File: config.mk
export PLATFORM = sky130hd
export DESIGN_NAME = pwm_nch
export DESIGN_NICKNAME = d
export VERILOG_FILES = /design/src/rtl/pwm_pkg.sv /design/src/rtl/pwm_deadtime.sv /design/src/rtl/pwm_nch.sv
export SDC_FILE = /design/constraint.sdc
export NUM_CORES = 1
export LEC_CHECK = 0
export CAP_MARGIN = 0
export CORE_MARGIN = 3
export CORE_UTILIZATION = 55
export CTS_CLUSTER_DIAMETER = 50
export CTS_CLUSTER_SIZE = 24
export DETAILED_ROUTE_END_ITERATION = 10
export PLACE_DENSITY = 0.75
export SLEW_MARGIN = 40
export SYNTH_ARGS = -nofsm -noshare
export SYNTH_HDL_FRONTEND = slang
export SYNTH_HIERARCHICAL = 1
export SYNTH_SLANG_ARGS = --single-unit
File: constraint.sdc
create_clock -name clk -period 3.8 [get_ports clk]
set_input_delay 0.38 -clock clk [delete_from_list [all_inputs] [get_ports clk]]
set_output_delay 0.38 -clock clk [all_outputs]
set_load 0.005 [all_outputs]
File: src/rtl/pwm_pkg.sv
// pwm_pkg: shared types and default parameters for the multi-channel PWM.
//   pwm_dt_state_e : per-channel dead-time FSM state
//   PWM_*_DEF      : default WIDTH / NCH / DT_W for pwm_nch
package pwm_pkg;

   localparam int unsigned PWM_WIDTH_DEF = 11;
   localparam int unsigned PWM_NCH_DEF   = 2;
   localparam int unsigned PWM_DT_W_DEF  = 6;

   typedef enum logic [1:0] {
      DEAD = 2'd0,
      HI   = 2'd1,
      LO   = 2'd2
   } pwm_dt_state_e;

endpackage

File: src/rtl/pwm_deadtime.sv
// pwm_deadtime: complementary output stage with dead-time insertion for one channel.
//   clk, rst     : clock, synchronous active-high reset
//   en           : run enable; low forces DEAD with the dead counter cleared
//   raw          : compare result for this channel
//   deadtime     : dead interval length in clk cycles
//   PWM_sig      : registered high-side drive
//   PWM_sig_n    : registered low-side drive (never high together with PWM_sig)
module pwm_deadtime #(
   parameter int unsigned DT_W = pwm_pkg::PWM_DT_W_DEF
) (
   input  logic            clk,
   input  logic            rst,
   input  logic            en,
   input  logic            raw,
   input  logic [DT_W-1:0] deadtime,
   output logic            PWM_sig,
   output logic            PWM_sig_n
);
   import pwm_pkg::*;

   pwm_dt_state_e   state, state_nxt;
   logic [DT_W-1:0] dcnt, dcnt_nxt;
   logic [DT_W-1:0] dt_q, dt_nxt;
   logic [DT_W-1:0] lim, cnt_eff;
   logic            raw_q;

   // dcnt==0 marks a fresh dead interval (after reset / en low): use the live
   // deadtime and latch it; otherwise the value latched at entry is used.
   always_comb begin
      state_nxt = state;
      dcnt_nxt  = dcnt;
      dt_nxt    = dt_q;
      lim       = (dcnt == '0) ? deadtime : dt_q;
      cnt_eff   = (raw == raw_q) ? dcnt : '0;
      if (!en) begin
         state_nxt = DEAD;
         dcnt_nxt  = '0;
      end else begin
         case (state)
            HI: begin
               if (!raw) begin
                  if (deadtime == '0) begin
                     state_nxt = LO;
                  end else begin
                     state_nxt = DEAD;
                     dcnt_nxt  = DT_W'(1);
                     dt_nxt    = deadtime;
                  end
               end
            end
            LO: begin
               if (raw) begin
                  if (deadtime == '0) begin
                     state_nxt = HI;
                  end else begin
                     state_nxt = DEAD;
                     dcnt_nxt  = DT_W'(1);
                     dt_nxt    = deadtime;
                  end
               end
            end
            default: begin
               // a raw change inside DEAD restarts the count (cnt_eff = 0)
               if (cnt_eff >= lim) begin
                  state_nxt = raw ? HI : LO;
                  dcnt_nxt  = '0;
               end else begin
                  dcnt_nxt = cnt_eff + DT_W'(1);
                  if (dcnt == '0) begin
                     dt_nxt = deadtime;
                  end
               end
            end
         endcase
      end
   end

   // state register; outputs decoded from the next state so they are registered
   always_ff @(posedge clk) begin
      if (rst) begin
         state     <= DEAD;
         dcnt      <= '0;
         dt_q      <= '0;
         raw_q     <= 1'b0;
         PWM_sig   <= 1'b0;
         PWM_sig_n <= 1'b0;
      end else begin
         state     <= state_nxt;
         dcnt      <= dcnt_nxt;
         dt_q      <= dt_nxt;
         raw_q     <= raw;
         PWM_sig   <= (state_nxt == HI);
         PWM_sig_n <= (state_nxt == LO);
      end
   end

endmodule

File: src/rtl/pwm_nch.sv
// pwm_nch: multi-channel PWM with shared edge/center-aligned counter,
// double-buffered duty registers and per-channel dead-time outputs.
//   clk, rst     : clock, synchronous active-high reset
//   en           : run enable; low holds cnt at 0 and forces outputs 0/0
//   center       : 0 = sawtooth, 1 = triangle; applied at the period boundary
//   deadtime     : dead time in clk cycles
//   duty_in      : duty per channel, channel k at [k*WIDTH +: WIDTH]
//   duty_wr      : strobe capturing duty_in into the shadow registers
//   upd_pending  : shadow written but not yet transferred to active
//   period_start : pulse in the cycle cnt==0 going up
//   PWM_sig      : high-side drive per channel
//   PWM_sig_n    : low-side drive per channel
module pwm_nch #(
   parameter int unsigned WIDTH = pwm_pkg::PWM_WIDTH_DEF,
   parameter int unsigned NCH   = pwm_pkg::PWM_NCH_DEF,
   parameter int unsigned DT_W  = pwm_pkg::PWM_DT_W_DEF
) (
   input  logic               clk,
   input  logic               rst,
   input  logic               en,
   input  logic               center,
   input  logic [DT_W-1:0]    deadtime,
   input  logic [NCH*WIDTH-1:0] duty_in,
   input  logic               duty_wr,
   output logic               upd_pending,
   output logic               period_start,
   output logic [NCH-1:0]     PWM_sig,
   output logic [NCH-1:0]     PWM_sig_n
);
   import pwm_pkg::*;

   localparam logic [WIDTH-1:0] CNT_MAX = '1;

   logic [WIDTH-1:0]            cnt, cnt_nxt;
   logic                        dir_up, dir_nxt;
   logic                        mode_q, mode_nxt;
   logic                        wrap;
   logic [NCH-1:0][WIDTH-1:0]   shadow, duty_act;
   logic [NCH-1:0]              raw;

   // next counter value; wrap marks the edge into cnt==0 going up
   always_comb begin
      cnt_nxt  = cnt;
      dir_nxt  = dir_up;
      mode_nxt = mode_q;
      wrap     = 1'b0;
      if (!en) begin
         cnt_nxt  = '0;
         dir_nxt  = 1'b1;
         mode_nxt = center;
      end else if (!mode_q) begin
         dir_nxt = 1'b1;
         if (cnt == CNT_MAX) begin
            cnt_nxt = '0;
            wrap    = 1'b1;
         end else begin
            cnt_nxt = cnt + WIDTH'(1);
         end
      end else if (dir_up) begin
         if (cnt == CNT_MAX) begin
            cnt_nxt = cnt - WIDTH'(1);
            dir_nxt = 1'b0;
         end else begin
            cnt_nxt = cnt + WIDTH'(1);
         end
      end else begin
         cnt_nxt = cnt - WIDTH'(1);
         if (cnt == WIDTH'(1)) begin
            dir_nxt = 1'b1;
            wrap    = 1'b1;
         end
      end
      if (wrap) begin
         mode_nxt = center;
      end
   end

   // counter, direction, mode; period_start is registered from the wrap edge,
   // so the idle cnt==0 before the first run period does not pulse
   always_ff @(posedge clk) begin
      if (rst) begin
         cnt          <= '0;
         dir_up       <= 1'b1;
         mode_q       <= 1'b0;
         period_start <= 1'b0;
      end else begin
         cnt          <= cnt_nxt;
         dir_up       <= dir_nxt;
         mode_q       <= mode_nxt;
         period_start <= wrap;
      end
   end

   // duty double buffering; a write on the wrap edge bypasses the shadow
   always_ff @(posedge clk) begin
      if (rst) begin
         shadow      <= '0;
         duty_act    <= '0;
         upd_pending <= 1'b0;
      end else if (wrap) begin
         upd_pending <= 1'b0;
         if (duty_wr) begin
            shadow   <= duty_in;
            duty_act <= duty_in;
         end else if (upd_pending) begin
            duty_act <= shadow;
         end
      end else if (duty_wr) begin
         shadow      <= duty_in;
         upd_pending <= 1'b1;
      end
   end

   // per-channel compare and dead-time stage
   for (genvar k = 0; k < NCH; k++) begin : g_ch
      assign raw[k] = (cnt < duty_act[k]);

      pwm_deadtime #(.DT_W(DT_W)) u_dt (
         .clk       (clk),
         .rst       (rst),
         .en        (en),
         .raw       (raw[k]),
         .deadtime  (deadtime),
         .PWM_sig   (PWM_sig[k]),
         .PWM_sig_n (PWM_sig_n[k])
      );
   end

endmodule
==> impl_metrics.ini <==
[grt]
grtUsageTotal_pct = 21.8
grt_first_pass_wirelength_um = 20100
grt_pass1_vias = 4304
antenna_found_initial = 0
grt_max_degree = 53
grt.overflow.total = 0

[critical_path]
worst_setup_path_start_kind = flip-flop
worstPathArrival_ps = 3820
crit_type = flip-flop to flip-flop
slowest_stage = o311a_1
crit_path_end_kind = flip-flop
path_cells = ha_1 -> a21o_1 -> a21oi_1 -> o22ai_1 -> o31ai_2 -> buf_4 -> xnor2_2 -> nand2_1 -> ha_1 -> nand2b_1 -> a21oi_1 -> o21a_2 -> o311a_1 -> mux2i_1
rr_endpoint = g_ch[0].u_dt/dt_q[5]
cp_max_fo = 8
r2r-start = cnt[1]
crit_start = cnt[1]
max_stage_delay_ps = 410
r2r_cells = 14
required_ps = 4080
crit_end = g_ch[0].u_dt/dt_q[5]
r2r_setup_slack_ps = 260

[sta]
setup_tns_ps = 0
fmax_mhz = 283
finalHoldViolCount = 0
relSlewSlack_pct = 61.6
finalMaxSlewViolations = 0
fin_ws_ps = 262
tightest_slew_ps = 576
finalCriticalPeriod_ps = 3540
finalSetupViolations = 0
finalCritPeriodShare_pct = 93.1
rsz0062_at_grt = false
finClkSkew_ps = 11.5

[cells_and_area]
final_nets = 718
num_antenna_cells = 0
fillCellCount = 813
drive_gt1_share_pct = 9.40
synthToLayoutAreaGrowth_pct = 12.8

[flow_run]
maxCapViolations = 0

[routing]
ant_nets = 0
drtPass1Iterations = 6
drt_iter0_drc = 132
drc = 0
vias_per_cell = 5.79
wire_per_inst_um = 15.4
drt-total-wl_um = 12000
vias = 4506

[die]
die_y_um = 105
die_x_um = 105
rows = 35
io_pins = 39
dieArea_sq_um = 11000
core_sq_um = 9370
start_util_pct = 57.6

[min_path]
holdPathStages = 2
hold_path.class = input port to flip-flop
hp-start = rst

[power_and_ir_drop]
p_total_mw = 2.11
irDropWorstVdd_v = 0.000256
power_leakage_nw = 2.46
power_density_nw_per_um2 = 346

[logic_synthesis]
synth_edf_count = 0
synth-async-reset-ratio_pct = 0
synth_top_family_by_area = simple AND/OR/NAND/NOR gates
syn_nets = 683
synth_area_leaders = dfxtp_1 (34%), ha_1 (9.5%), mux2i_1 (9.1%)
synthSimpleGateAreaFrac_pct = 20.9
ys_ff_latch = 93
synth.distinct_cells = 63
synthXorXnorAreaFrac_pct = 1.41
muxShareOfSynthArea_pct = 10.1
avgSynthCellArea_sq_um = 8.86
netlist.top_cell.by_area = dfxtp_1
yosysSeqAreaShare_pct = 34.5
synth_fa_ha_area_share_pct = 9.50
synth_ff_type = dfxtp_1
syn_area_sq_um = 5400
yosys_warnings = 6
syn_inst = 609
synth_top_area_share_pct = 34.5
synth_compound_area_share_pct = 18.2

[clock_network]
ctsLongestPathBuffers = 2
cts_tree = yes
cts_buffers = 9
cts.clk_slew.worst_paths_ps = 110
root_buffer = clkbuf_8
cts.sinks = 93
insertion_delay_ps = 370
cts-htree-levels = 3

[placed_design]
place_ws_ps = 115
gp_congestion = 0.922
port-buffer-count = 38
dp_hpwl_um = 8630

[status]
status = complete, no violations
==> state kept, by name (all words and copies together) (netlist names) <==
name	cells
cnt	11
dir_up	1
duty_act	22
g_ch.u_dt/PWM_sig	2
g_ch.u_dt/PWM_sig_n	2
g_ch.u_dt/dcnt	12
g_ch.u_dt/dt_q	12
g_ch.u_dt/raw_q	2
g_ch.u_dt/state	4
mode_q	1
period_start	1
shadow	22
upd_pending	1
==> repair_timing <==
item | CTS | global route
resized for setup | 0 | 12
buffers inserted | 0 | 6
hold buffers | 0 | 0
setup endpoints to repair | 0 | 18
==> worst max-delay path, delay by kind of cell (launching register included) <==
kind / cells / cell delay (ps)
compound gates: 7 / 1490
buf+inv: 1 / 190
mux: 1 / 290
xor+xnor: 1 / 180
fa+ha+maj: 2 / 600
simple gates: 2 / 300
flops: 1 / 390
==> final cells by class <==
| class | count | area (sq um) | share of cell area, % |
|---|---|---|---|
| multi-input combinational | 455 | 3260 | 53.6 |
| sequential | 93 | 1880 | 30.8 |
| clock inverter | 7 | 66.3 | 1.09 |
| timing repair buffer | 51 | 473 | 7.77 |
| inverter | 34 | 128 | 2.10 |
| clock buffer | 9 | 124 | 2.03 |
| tap | 129 | 161 | 2.65 |
==> layout by cell type, fill, tap and decap left out, types with 6 or more instances in the layout <==
cell / netlist / routed
nand4_1: 9 / 9
nor3_1: 15 / 15
o21a_1: 6 / 6
buf_4: 1 / 13
and2_1: 10 / 10
nor2_1: 50 / 50
a31oi_1: 6 / 6
a211oi_1: 6 / 6
mux2i_1: 49 / 49
a21oi_1: 27 / 27
clkdlybuf4s50_1: 0 / 37
o21ai_0: 7 / 7
dfxtp_1: 93 / 86
nand3_1: 13 / 13
nand2_1: 61 / 60
or3_1: 7 / 7
ha_1: 41 / 41
o31ai_1: 23 / 22
a22oi_1: 7 / 7
inv_1: 34 / 34
clkbuf_8: 0 / 9
nand2b_1: 32 / 32
==> cell usage after synthesis (10+ instances only) <==
cell,number
nor2_1,50
dfxtp_1,93
mux2i_1,49
inv_1,34
ha_1,41
o31ai_1,23
nand2_1,61
nor3_1,15
and2_1,10
nand3_1,13
nand2b_1,32
clkbuf_1,16
a21oi_1,27
==> cell families (layout without fill, tap and decap cells) <==
| logic type | Yosys count | count (layout) |
|---|---|---|
| flops | 93 | 93 |
| compound gates | 132 | 132 |
| fa+ha+maj | 41 | 41 |
| mux | 54 | 54 |
| buf+inv | 61 | 101 |
| simple gates | 221 | 221 |
| xor+xnor | 7 | 7 |
==> stage by stage <==
| stage | instances | area, sq um | utilization [%] | hold slack [ps] |
|---|---|---|---|---|
| 4_1_cts | 772 | 6020 | 64.2 | 398 |
| 3_5_place_dp | 756 | 5830 | 62.2 | 467 |
| 5_1_grt | 778 | 6090 | 65.0 | 430 |
| 3_3_place_gp | 756 | 5830 | 62.2 | 457 |
| 6_report | 778 | 6090 | 65.0 | 419 |
| 2_1_floorplan | 609 | 5400 | - | 445 |
==> power breakdown <==
group          switching [mW]  leakage (nW)  internal (mW)
Sequential             0.0256         0.762           1.02
Combinational           0.222          1.60          0.190
Clock                   0.394        0.0986          0.257
Total                   0.642          2.46           1.46
==> how the worst min path moves through the flow <==
stage                      endpoint  slack (ps)
2_1_floorplan  g_ch[0].u_dt/dt_q[0]         450
3_3_place_gp   g_ch[0].u_dt/dt_q[2]         460
3_5_place_dp   g_ch[1].u_dt/dt_q[5]         470
4_1_cts          g_ch[0].u_dt/raw_q         400
5_1_grt          g_ch[0].u_dt/raw_q         430
6_report         g_ch[0].u_dt/raw_q         420
==> metal layers <==
layer	up-vias	wire length, um	part of all wire (%)	GRT usage [%]
met1	2124	5110	43	26.1
met5	-	0	0	0
met4	0	121	1.0	5.25
met2	105	6270	52	39.8
li1	2269	-	-	-
met3	8	501	4.2	4.39
(Power assumes the default switching activity.)
